--- src/rtl/pipemem_pkg.sv ---
// Shared encodings and lane helpers for the pipelined CPU memory stage.
package pipemem_pkg;

  localparam logic [1:0] SZ_BYTE = 2'b00;
  localparam logic [1:0] SZ_HALF = 2'b01;
  localparam logic [1:0] SZ_WORD = 2'b10;

  typedef enum logic {
    ST_IDLE = 1'b0,
    ST_RD   = 1'b1
  } state_t;

  function automatic logic is_misaligned(input logic [1:0] size, input logic [1:0] lane);
    case (size)
      SZ_BYTE: return 1'b0;
      SZ_HALF: return lane[0];
      default: return lane != 2'b00;
    endcase
  endfunction

  function automatic logic [3:0] byte_en(input logic [1:0] size, input logic [1:0] lane);
    case (size)
      SZ_BYTE: return 4'b0001 << lane;
      SZ_HALF: return lane[1] ? 4'b1100 : 4'b0011;
      default: return 4'b1111;
    endcase
  endfunction

  // Right-aligned store data copied onto every lane; byte enables pick the live ones.
  function automatic logic [31:0] store_data(input logic [1:0] size, input logic [31:0] data);
    case (size)
      SZ_BYTE: return {4{data[7:0]}};
      SZ_HALF: return {2{data[15:0]}};
      default: return data;
    endcase
  endfunction

  function automatic logic [31:0] load_ext(input logic [31:0] word, input logic [1:0] size,
                                           input logic [1:0] lane, input logic uns);
    logic [7:0]  b;
    logic [15:0] h;
    b = word[{lane, 3'b000} +: 8];
    h = lane[1] ? word[31:16] : word[15:0];
    case (size)
      SZ_BYTE: return uns ? {24'b0, b} : {{24{b[7]}}, b};
      SZ_HALF: return uns ? {16'b0, h} : {{16{h[15]}}, h};
      default: return word;
    endcase
  endfunction

endpackage

--- src/rtl/pipemem_mmio_if.sv ---
// MEM-stage request/response bundle between the EXE/MEM register and the memory stage.
interface pipemem_mmio_if;
  // mstall is the only flow control: while it is high the requester holds every
  // request field stable; a load result on mmo is valid in the cycle mstall is low.
  logic        mrd;
  logic        mwmem;
  logic [1:0]  msize;
  logic        munsigned;
  logic [31:0] malu;
  logic [31:0] mb;
  logic [31:0] mmo;
  logic        mstall;
  logic        misalign;

  modport master (
    output mrd, mwmem, msize, munsigned, malu, mb,
    input  mmo, mstall, misalign
  );

  modport slave (
    input  mrd, mwmem, msize, munsigned, malu, mb,
    output mmo, mstall, misalign
  );
endinterface

--- src/rtl/mmio_dmem.sv ---
// Data RAM: synchronous read, per-byte write enables, no reset on contents.
module mmio_dmem #(
  parameter int WORDS = 32,
  localparam int AW = $clog2(WORDS)
) (
  input  logic          clock,
  input  logic          we,
  input  logic [3:0]    be,
  input  logic [AW-1:0] waddr,
  input  logic [31:0]   wdata,
  input  logic          re,
  input  logic [AW-1:0] raddr,
  output logic [31:0]   rdata
);

  logic [31:0] mem [WORDS];

  always_ff @(posedge clock) begin
    if (we) begin
      for (int i = 0; i < 4; i++) begin
        if (be[i]) mem[waddr][8*i +: 8] <= wdata[8*i +: 8];
      end
    end
    if (re) rdata <= mem[raddr];
  end

endmodule

--- src/rtl/pipemem_mmio.sv ---
// Memory stage: data RAM with a one-cycle load stall, memory-mapped I/O ports,
// sub-word accesses with sign/zero extension.
module pipemem_mmio
  import pipemem_pkg::*;
#(
  parameter int DMEM_WORDS = 32,
  parameter int N_IN       = 3,
  parameter int N_OUT      = 3,
  parameter int IO_BIT     = 7
) (
  input  logic                 clock,
  input  logic                 reset,
  pipemem_mmio_if.slave        bus,
  input  logic [32*N_IN-1:0]   in_port,
  output logic [32*N_OUT-1:0]  out_port,
  output state_t               state_dbg
);

  localparam int AW = $clog2(DMEM_WORDS);
  localparam int PW = IO_BIT - 2;

  logic [1:0]        lane;
  logic              is_io, mis, aligned, store, load, ram_load, ram_we, io_we, ram_re;
  logic [PW-1:0]     io_idx;
  logic [AW-1:0]     ram_idx;
  logic [3:0]        be;
  logic [31:0]       wdata, ram_rdata, io_rdata, mmo, unused_hi;
  logic              mstall;
  logic [32*N_IN-1:0] sync1, sync2;
  state_t            state, state_nxt;

  assign lane    = bus.malu[1:0];
  assign is_io   = bus.malu[IO_BIT];
  assign io_idx  = bus.malu[IO_BIT-1:2];
  assign ram_idx = bus.malu[AW+1:2];
  assign mis     = is_misaligned(bus.msize, lane);
  assign aligned = ~mis;
  assign be      = byte_en(bus.msize, lane);
  assign wdata   = store_data(bus.msize, bus.mb);

  // A simultaneous mrd/mwmem is a store; the load path never sees it.
  assign store    = bus.mwmem;
  assign load     = bus.mrd & ~bus.mwmem;
  assign ram_load = load & aligned & ~is_io;
  assign ram_we   = store & aligned & ~is_io & (state == ST_IDLE);
  assign io_we    = store & aligned & is_io & (state == ST_IDLE);

  assign unused_hi = 32'(bus.malu >> (IO_BIT + 1));

  always_ff @(posedge clock or posedge reset) begin
    if (reset) state <= ST_IDLE;
    else       state <= state_nxt;
  end

  always_comb begin
    state_nxt = state;
    mstall    = 1'b0;
    mmo       = '0;
    ram_re    = 1'b0;
    case (state)
      ST_IDLE: begin
        if (ram_load) begin
          state_nxt = ST_RD;
          mstall    = 1'b1;
          ram_re    = 1'b1;
        end else if (load & aligned & is_io) begin
          mmo = load_ext(io_rdata, bus.msize, lane, bus.munsigned);
        end
      end
      ST_RD: begin
        state_nxt = ST_IDLE;
        mmo       = load_ext(ram_rdata, bus.msize, lane, bus.munsigned);
      end
      default: state_nxt = ST_IDLE;
    endcase
  end

  assign bus.mmo      = mmo;
  assign bus.mstall   = mstall;
  assign bus.misalign = mis;
  assign state_dbg    = state;

  mmio_dmem #(.WORDS(DMEM_WORDS)) u_dmem (
    .clock (clock),
    .we    (ram_we),
    .be    (be),
    .waddr (ram_idx),
    .wdata (wdata),
    .re    (ram_re),
    .raddr (ram_idx),
    .rdata (ram_rdata)
  );

  always_ff @(posedge clock or posedge reset) begin
    if (reset) begin
      sync1 <= '0;
      sync2 <= '0;
    end else begin
      sync1 <= in_port;
      sync2 <= sync1;
    end
  end

  // Unpopulated port indices read as zero.
  always_comb begin
    io_rdata = '0;
    for (int k = 0; k < N_IN; k++) begin
      if (io_idx == PW'(k)) io_rdata = sync2[32*k +: 32];
    end
  end

  always_ff @(posedge clock or posedge reset) begin
    if (reset) begin
      out_port <= '0;
    end else if (io_we) begin
      for (int k = 0; k < N_OUT; k++) begin
        if (io_idx == PW'(k)) begin
          for (int i = 0; i < 4; i++) begin
            if (be[i]) out_port[32*k + 8*i +: 8] <= wdata[8*i +: 8];
          end
        end
      end
    end
  end

endmodule

--- src/flat_wrapper.sv ---
// flat-port wrapper written by rule: the top's interface ports become plain ports
module pipemem_mmio_flat import pipemem_pkg::*;
#(
  parameter int DMEM_WORDS = 32,
  parameter int N_IN       = 3,
  parameter int N_OUT      = 3,
  parameter int IO_BIT     = 7
)
  (clock, reset, in_port, out_port, state_dbg, bus_mrd, bus_mwmem, bus_msize, bus_munsigned, bus_malu, bus_mb, bus_mmo, bus_mstall, bus_misalign);
  pipemem_mmio_if bus_i ();
  input  logic clock;
  input  logic reset;
  input  logic [32*N_IN-1:0] in_port;
  output logic [32*N_OUT-1:0] out_port;
  output state_t state_dbg;
  input wire logic [$bits(bus_i.mrd)-1:0] bus_mrd;
  input wire logic [$bits(bus_i.mwmem)-1:0] bus_mwmem;
  input wire logic [$bits(bus_i.msize)-1:0] bus_msize;
  input wire logic [$bits(bus_i.munsigned)-1:0] bus_munsigned;
  input wire logic [$bits(bus_i.malu)-1:0] bus_malu;
  input wire logic [$bits(bus_i.mb)-1:0] bus_mb;
  output wire logic [$bits(bus_i.mmo)-1:0] bus_mmo;
  output wire logic [$bits(bus_i.mstall)-1:0] bus_mstall;
  output wire logic [$bits(bus_i.misalign)-1:0] bus_misalign;
  assign bus_i.mrd = bus_mrd;
  assign bus_i.mwmem = bus_mwmem;
  assign bus_i.msize = bus_msize;
  assign bus_i.munsigned = bus_munsigned;
  assign bus_i.malu = bus_malu;
  assign bus_i.mb = bus_mb;
  assign bus_mmo = bus_i.mmo;
  assign bus_mstall = bus_i.mstall;
  assign bus_misalign = bus_i.misalign;
  pipemem_mmio #(.DMEM_WORDS(DMEM_WORDS), .N_IN(N_IN), .N_OUT(N_OUT), .IO_BIT(IO_BIT)) u_core (.clock(clock), .reset(reset), .bus(bus_i), .in_port(in_port), .out_port(out_port), .state_dbg(state_dbg));
endmodule
--- config.mk ---
export PLATFORM = sky130hd
export DESIGN_NAME = pipemem_mmio_flat
export DESIGN_NICKNAME = d
export VERILOG_FILES = /design/src/rtl/pipemem_pkg.sv /design/src/rtl/pipemem_mmio_if.sv /design/src/rtl/mmio_dmem.sv /design/src/rtl/pipemem_mmio.sv /design/src/flat_wrapper.sv
export SDC_FILE = /design/constraint.sdc
export NUM_CORES = 2
export LEC_CHECK = 0
export CAP_MARGIN = 20
export CORE_MARGIN = 10
export CORE_UTILIZATION = 50
export CTS_CLUSTER_DIAMETER = 40
export DETAILED_ROUTE_END_ITERATION = 10
export HOLD_SLACK_MARGIN = 0.15
export PLACE_DENSITY = 0.77
export REMOVE_ABC_BUFFERS = 1
export SYNTH_ARGS = -nofsm -noshare
export SYNTH_HDL_FRONTEND = slang
export SYNTH_SLANG_ARGS = --single-unit
--- constraint.sdc ---
create_clock -name clock -period 12.56 [get_ports clock]
set_input_delay 3.14 -clock clock [delete_from_list [all_inputs] [get_ports clock]]
set_output_delay 3.14 -clock clock [all_outputs]
set_load 0.02 [all_outputs]
==> Word level (Yosys, flattened, before mapping) <==
Memory sizes are Yosys's and may differ from the RTL's. A register that Yosys moved wholly into a read port is not among the register bits.
Cells that the tools add are included.
{ "word_totals": {"register_bits": 289, "ramBits": 1024, "in_bits": 167, "output_inout_bits": 131, "wordCells": 83, "memories": 1} }
{ "memory_table": {"columns": ["memory", "words", "width", "rd", "rd_clocked_by_memory_dff", "wr", "line", "rtl"], "rows": [
  ["u_core.u_dmem.mem", 32, 32, 1, 1, 1, "mmio_dmem.sv:16", "logic [31:0] mem [WORDS];"]
]} }
{ "op_classes": {"eq_ne": 3, "shift": 3, "muxes": 33, "bitwise": 13, "reduce_logical": 15} }
{ "op_table": {"columns": ["operator", "n"], "rows": [
  ["$mux 32", 9],
  ["$pmux 32 s2", 4],
  ["$shiftx 32x6->8", 2],
  ["$reduce_and 3->1", 12],
  ["$mux 16", 2],
  ["$mux 1", 14],
  ["$and 1x1->1", 9],
  ["$pmux 4 s2", 1],
  ["$eq 5x1->1 const B", 1],
  ["$eq 5x2->1 const B", 1],
  ["$logic_not 5->1", 1],
  ["$mux 4", 1],
  ["$not 1->1", 4],
  ["$pmux 1 s2", 2],
  ["$shl 1x2->4 const A", 1],
  ["$eq 2x1->1 const B", 1],
  ["$logic_not 2->1", 1],
  ["$reduce_bool 2->1", 1]
]} }

==> Depth between registers and ports, before layout <==
{ "depth": {"ltp_word": 10, "mapped_depth": 10, "depth_no_buf": 5} }

==> By module <==
A second synthesis with hierarchy kept.
{ "hier_totals": {"cells_unflattened": 3321, "area_unflattened_um2": 52635.5} }
{ "modules_own_cells": {"columns": ["module", "instances", "cells_per_inst", "area_per_inst_um2", "seq_area_each_um2"], "rows": [
  ["mmio_dmem", 1, 2406, 41347.2, 31710.4],
  ["pipemem_mmio", 1, 915, 11288.3, 7231.9]
]} }

==> Least setup slack after synthesis <==
OpenSTA, ideal clock, no wires.
{ "synth_path": {"path_type": "input port to output port", "start": "in bus_malu[2]", "end": "out bus_mmo[0]", "t_arrival_ns": 5.090, "required_ns": 9.420, "slack_ns": 4.330, "cell_stages": 8, "n_path_buf": 4, "path_cell_list": "buf_2 -> buf_2 -> buf_4 -> buf_4 -> or2_2 -> a21oi_1 -> nor2_1 -> o41ai_1"} }
{ "synth_between": {"elab_chain_cells": 10, "elab_cells_between_ends": 14, "classes_between": "2 x eq/ne; 1 x shift; 10 x mux; 1 x reduce/logical"} }
{ "synth_lines": {"columns": ["element", "line", "rtl"], "rows": [
  ["start: declaration", "flat_wrapper.sv:20", "input wire logic [$bits(bus_i.malu)-1:0] bus_malu;"],
  ["$logic_not 5->1", "pipemem_mmio.sv:108", "if (io_idx == PW'(k)) io_rdata = sync2[32*k +: 32];"],
  ["$mux 32 (2 in series)", "pipemem_mmio.sv:108", null],
  ["$mux 32 *", "pipemem_mmio.sv:108", null],
  ["$shiftx 32x6->8 or $mux 16 (tied branches)", "pipemem_pkg.sv:42, pipemem_pkg.sv:43", null],
  ["$mux 32, on equally long branches", "pipemem_pkg.sv:45, pipemem_pkg.sv:46", null],
  ["$pmux 32 s2 *", "pipemem_pkg.sv:44", "case (size)"],
  ["$mux 32 *", "pipemem_mmio.sv:66", "end else if (load & aligned & is_io) begin"],
  ["$mux 32 *", "pipemem_mmio.sv:62", "if (ram_load) begin"],
  ["$pmux 32 s2 *", "pipemem_mmio.sv:60", "case (state)"],
  ["end: declaration", "flat_wrapper.sv:22", "output wire logic [$bits(bus_i.mmo)-1:0] bus_mmo;"]
]} }
Every way passes the cells marked *; elsewhere a longest branch is shown, timed or not.

==> Final worst setup path <==
{ "layout_path": {"start": "in bus_malu[2]", "end": "out bus_mmo[22]"} }
The elaborated chain is that of the path after synthesis.

==> flow_summary.json <==
{
  "pin_count": 298,
  "async_reset_ff_frac": 0.215,
  "dr.pass1.iters": 10,
  "numPortBuffers": 273,
  "grt_overflow": 0,
  "crit_path_start_kind": "input port",
  "crit_type": "in2out",
  "crit_required_ns": 9.42,
  "synth_cell_type_count": 68,
  "placedCellCount": 4155,
  "h-tree-depth": 4,
  "grt_usage": 0.231,
  "status": "finished, final reports clean",
  "dpl.hpwl_um": 83800,
  "synthSimpleGateAreaFrac": 0.0383,
  "min_period_ns": 9.81,
  "nets": 3105,
  "initial_core_util": 0.503,
  "worstHoldPathType": "reg2reg",
  "synth_top_family_by_area": "multiplexers",
  "finalHoldViolCount": 0,
  "antenna_found_initial": 9,
  "synth_xor_area_frac": 0,
  "finClkSkew_ns": 0.0275,
  "synth-edff-count": 1056,
  "synthAdderAreaFrac": 0,
  "synth_flop_cell": "edfxtp_1",
  "clock_path_buffers": 3,
  "cts.repair.resized": 0,
  "clkLatencyLatePin_ns": 0.76,
  "setup_viol": 0,
  "drcViolationCount": 0,
  "via_count": 27969,
  "wl_per_cell_um": 30.8,
  "finalWirelength_um": 136000,
  "synth_mux_area_frac": 0.142,
  "syn_area_sq_um": 51100,
  "grt_pass1_wl_um": 197000,
  "grt_pass1_vias": 28444,
  "die_y_um": 340,
  "fmax_mhz": 102,
  "syn_avg_cell_area_sq_um": 19.4,
  "tns_ns": 0,
  "synth_area_leaders": "edfxtp_1 62%, dfrtp_1 14%, mux4_2 11%",
  "netlist_instances": 2633,
  "drtIter0Drc": 3868,
  "fill_cells": 7066,
  "worstMarginPinSlew_ns": 1.12,
  "worst-path-max-fanout": 101,
  "cp-end-kind": "output pin",
  "yosysWarningCount": 0,
  "p_per_area_nw_per_um2": 162,
  "postCtsSetupRepairBufs": 0,
  "fin_crit_sh": 0.781,
  "die_w_um": 340,
  "grt_max_degree": 143,
  "drv_cap": 0,
  "drive_above_1_share": 0.217,
  "yosys.cell_count.top_type": "edfxtp_1",
  "synth_seq_cells": 1345,
  "ant_nets": 0,
  "rsz0062_at_grt": "false",
  "post_dp_cell_area_sq_um": 55200,
  "place_congestion": 0.883,
  "core_sq_um": 102000,
  "regArea_sq_um": 38900,
  "slew_headroom": 0.255,
  "p_leak_nw": 20.3,
  "num_rows": 117,
  "synth_compound_area_frac": 0.0427,
  "cts_root_buf": "clkbuf_16",
  "multi_input_area_sq_um": 11400,
  "synth_top_cell_area_share": 0.620,
  "hold_buffers": 0,
  "yosysSeqAreaShare": 0.762,
  "die_area_sq_um": 115000,
  "peakVddDrop_mv": 0.116,
  "numCtsBuffers": 143,
  "path_clk_slew_ns": 0.06,
  "cts_num_sinks": 1345,
  "ys_top_cells_by_count": "1056 x edfxtp_1, 289 x dfrtp_1, 259 x mux4_2, 183 x nor2_1, 128 x a22oi_1",
  "layout-area-overhead-vs-synth_pct": 17.7,
  "p_total_w": 0.00975,
  "fin_area_sq_um": 60200,
  "synth_area_leader_cell": "edfxtp_1",
  "finalMaxSlewViolations": 0,
  "crit_arrival_ns": 6.67,
  "cts_tree": "done",
  "fin_cells": 4426,
  "viasPerCell": 6.32
}
## state kept, by name, summed over array words and instances, names as in the netlist
register / cells
u_core.state_dbg: 1
u_core.sync1: 96
u_core.u_dmem.rdata: 32
u_core.u_dmem.mem: 1024
u_core.out_port: 96
u_core.sync2: 96
## report_power, final
| part | internal (W) | switching [W] |
|---|---|---|
| registers | 0.00489 | 0.0000249 |
| logic | 0.000211 | 0.000370 |
| clock network | 0.00245 | 0.00181 |
## path summary, 6_finish.rpt
path                                                  end  cells after the start        startpoint  slack [ns]
worst max register to register  u_core.u_dmem.mem[25][10]                      5  u_core.state_dbg        9.22
worst max-delay path                          bus_mmo[22]                      7       bus_malu[2]        2.75
worst min-delay path                     u_core.sync2[31]                      0  u_core.sync1[31]        0.33
worst min register to register           u_core.sync2[31]                      0  u_core.sync1[31]        0.33
max in group asynchronous             u_core.out_port[62]                      3             reset        8.09
min in group asynchronous                u_core.sync1[16]                      2             reset        3.03
## layer usage
layer  GRT usage  wire, um  part of all wire  vias to the layer above
li1            -         -                 -                    11197
met1       0.305     49600              0.36                    14461
met2       0.359     63700              0.47                     1939
met3      0.0776     17600              0.13                      358
met4      0.0827      5100             0.037                       14
met5           0        92           0.00068                        -
## cell usage in the layout, fill, tap and decap left out, types with 10 or more instances in the layout
cell type | synthesis | layout
edfxtp_1 | 1056 | 1056
dfrtp_1 | 289 | 289
clkdlybuf4s50_1 | 0 | 261
mux4_2 | 259 | 259
nor2_1 | 183 | 182
clkbuf_16 | 0 | 145
a22oi_1 | 128 | 128
nand2_1 | 114 | 114
mux2_2 | 80 | 80
a21oi_1 | 54 | 54
mux2i_1 | 49 | 49
buf_4 | 5 | 40
nand4_1 | 34 | 34
o21ai_0 | 40 | 32
clkbuf_1 | 59 | 25
clkinv_2 | 0 | 19
a221o_1 | 16 | 16
nor3_1 | 12 | 12
inv_1 | 13 | 12
bufinv_16 | 0 | 12
clkinv_4 | 0 | 12
clkinv_1 | 0 | 11
o2bb2ai_1 | 10 | 10
clkinvlp_4 | 0 | 10
## cell type report
| type | instances | share of cell area |
|---|---|---|
| Sequential cell | 1345 | 0.647 |
| Multi-Input combinational cell | 1115 | 0.190 |
| Clock buffer | 174 | 0.0628 |
| Timing Repair Buffer | 320 | 0.0529 |
| Tap cell | 1368 | 0.0284 |
| Clock inverter | 90 | 0.0175 |
| Inverter | 13 | 0.000936 |
| Antenna cell | 1 | 0.0000416 |
## cells by family (layout without fill, tap and decap cells)
kind of cell | count (synthesis) | in the layout
compound gates | 311 | 311
buf+inv | 173 | 597
flops | 1345 | 1345
mux | 389 | 389
other cells | 0 | 1
simple gates | 415 | 415
## stage by stage
step / hold slack, ns / utilization / setup WS, ns
2_1_floorplan: 0.331 / - / 1.44
3_3_place_gp: 0.334 / 0.543 / 2.81
3_5_place_dp: 0.335 / 0.543 / 2.77
4_1_cts: 0.323 / 0.591 / 2.77
5_1_grt: 0.334 / 0.592 / 2.50
6_report: 0.329 / 0.592 / 2.75
## worst max-delay path, stage by stage
cell and delay (ns):
buf_8 0.49, buf_12 0.59, mux4_2 0.64, nor3_1 0.27
o211a_4 0.34, a221o_1 0.23, clkdlybuf4s50_1 0.66
No activity file was read; power rests on OpenSTA's default activity.
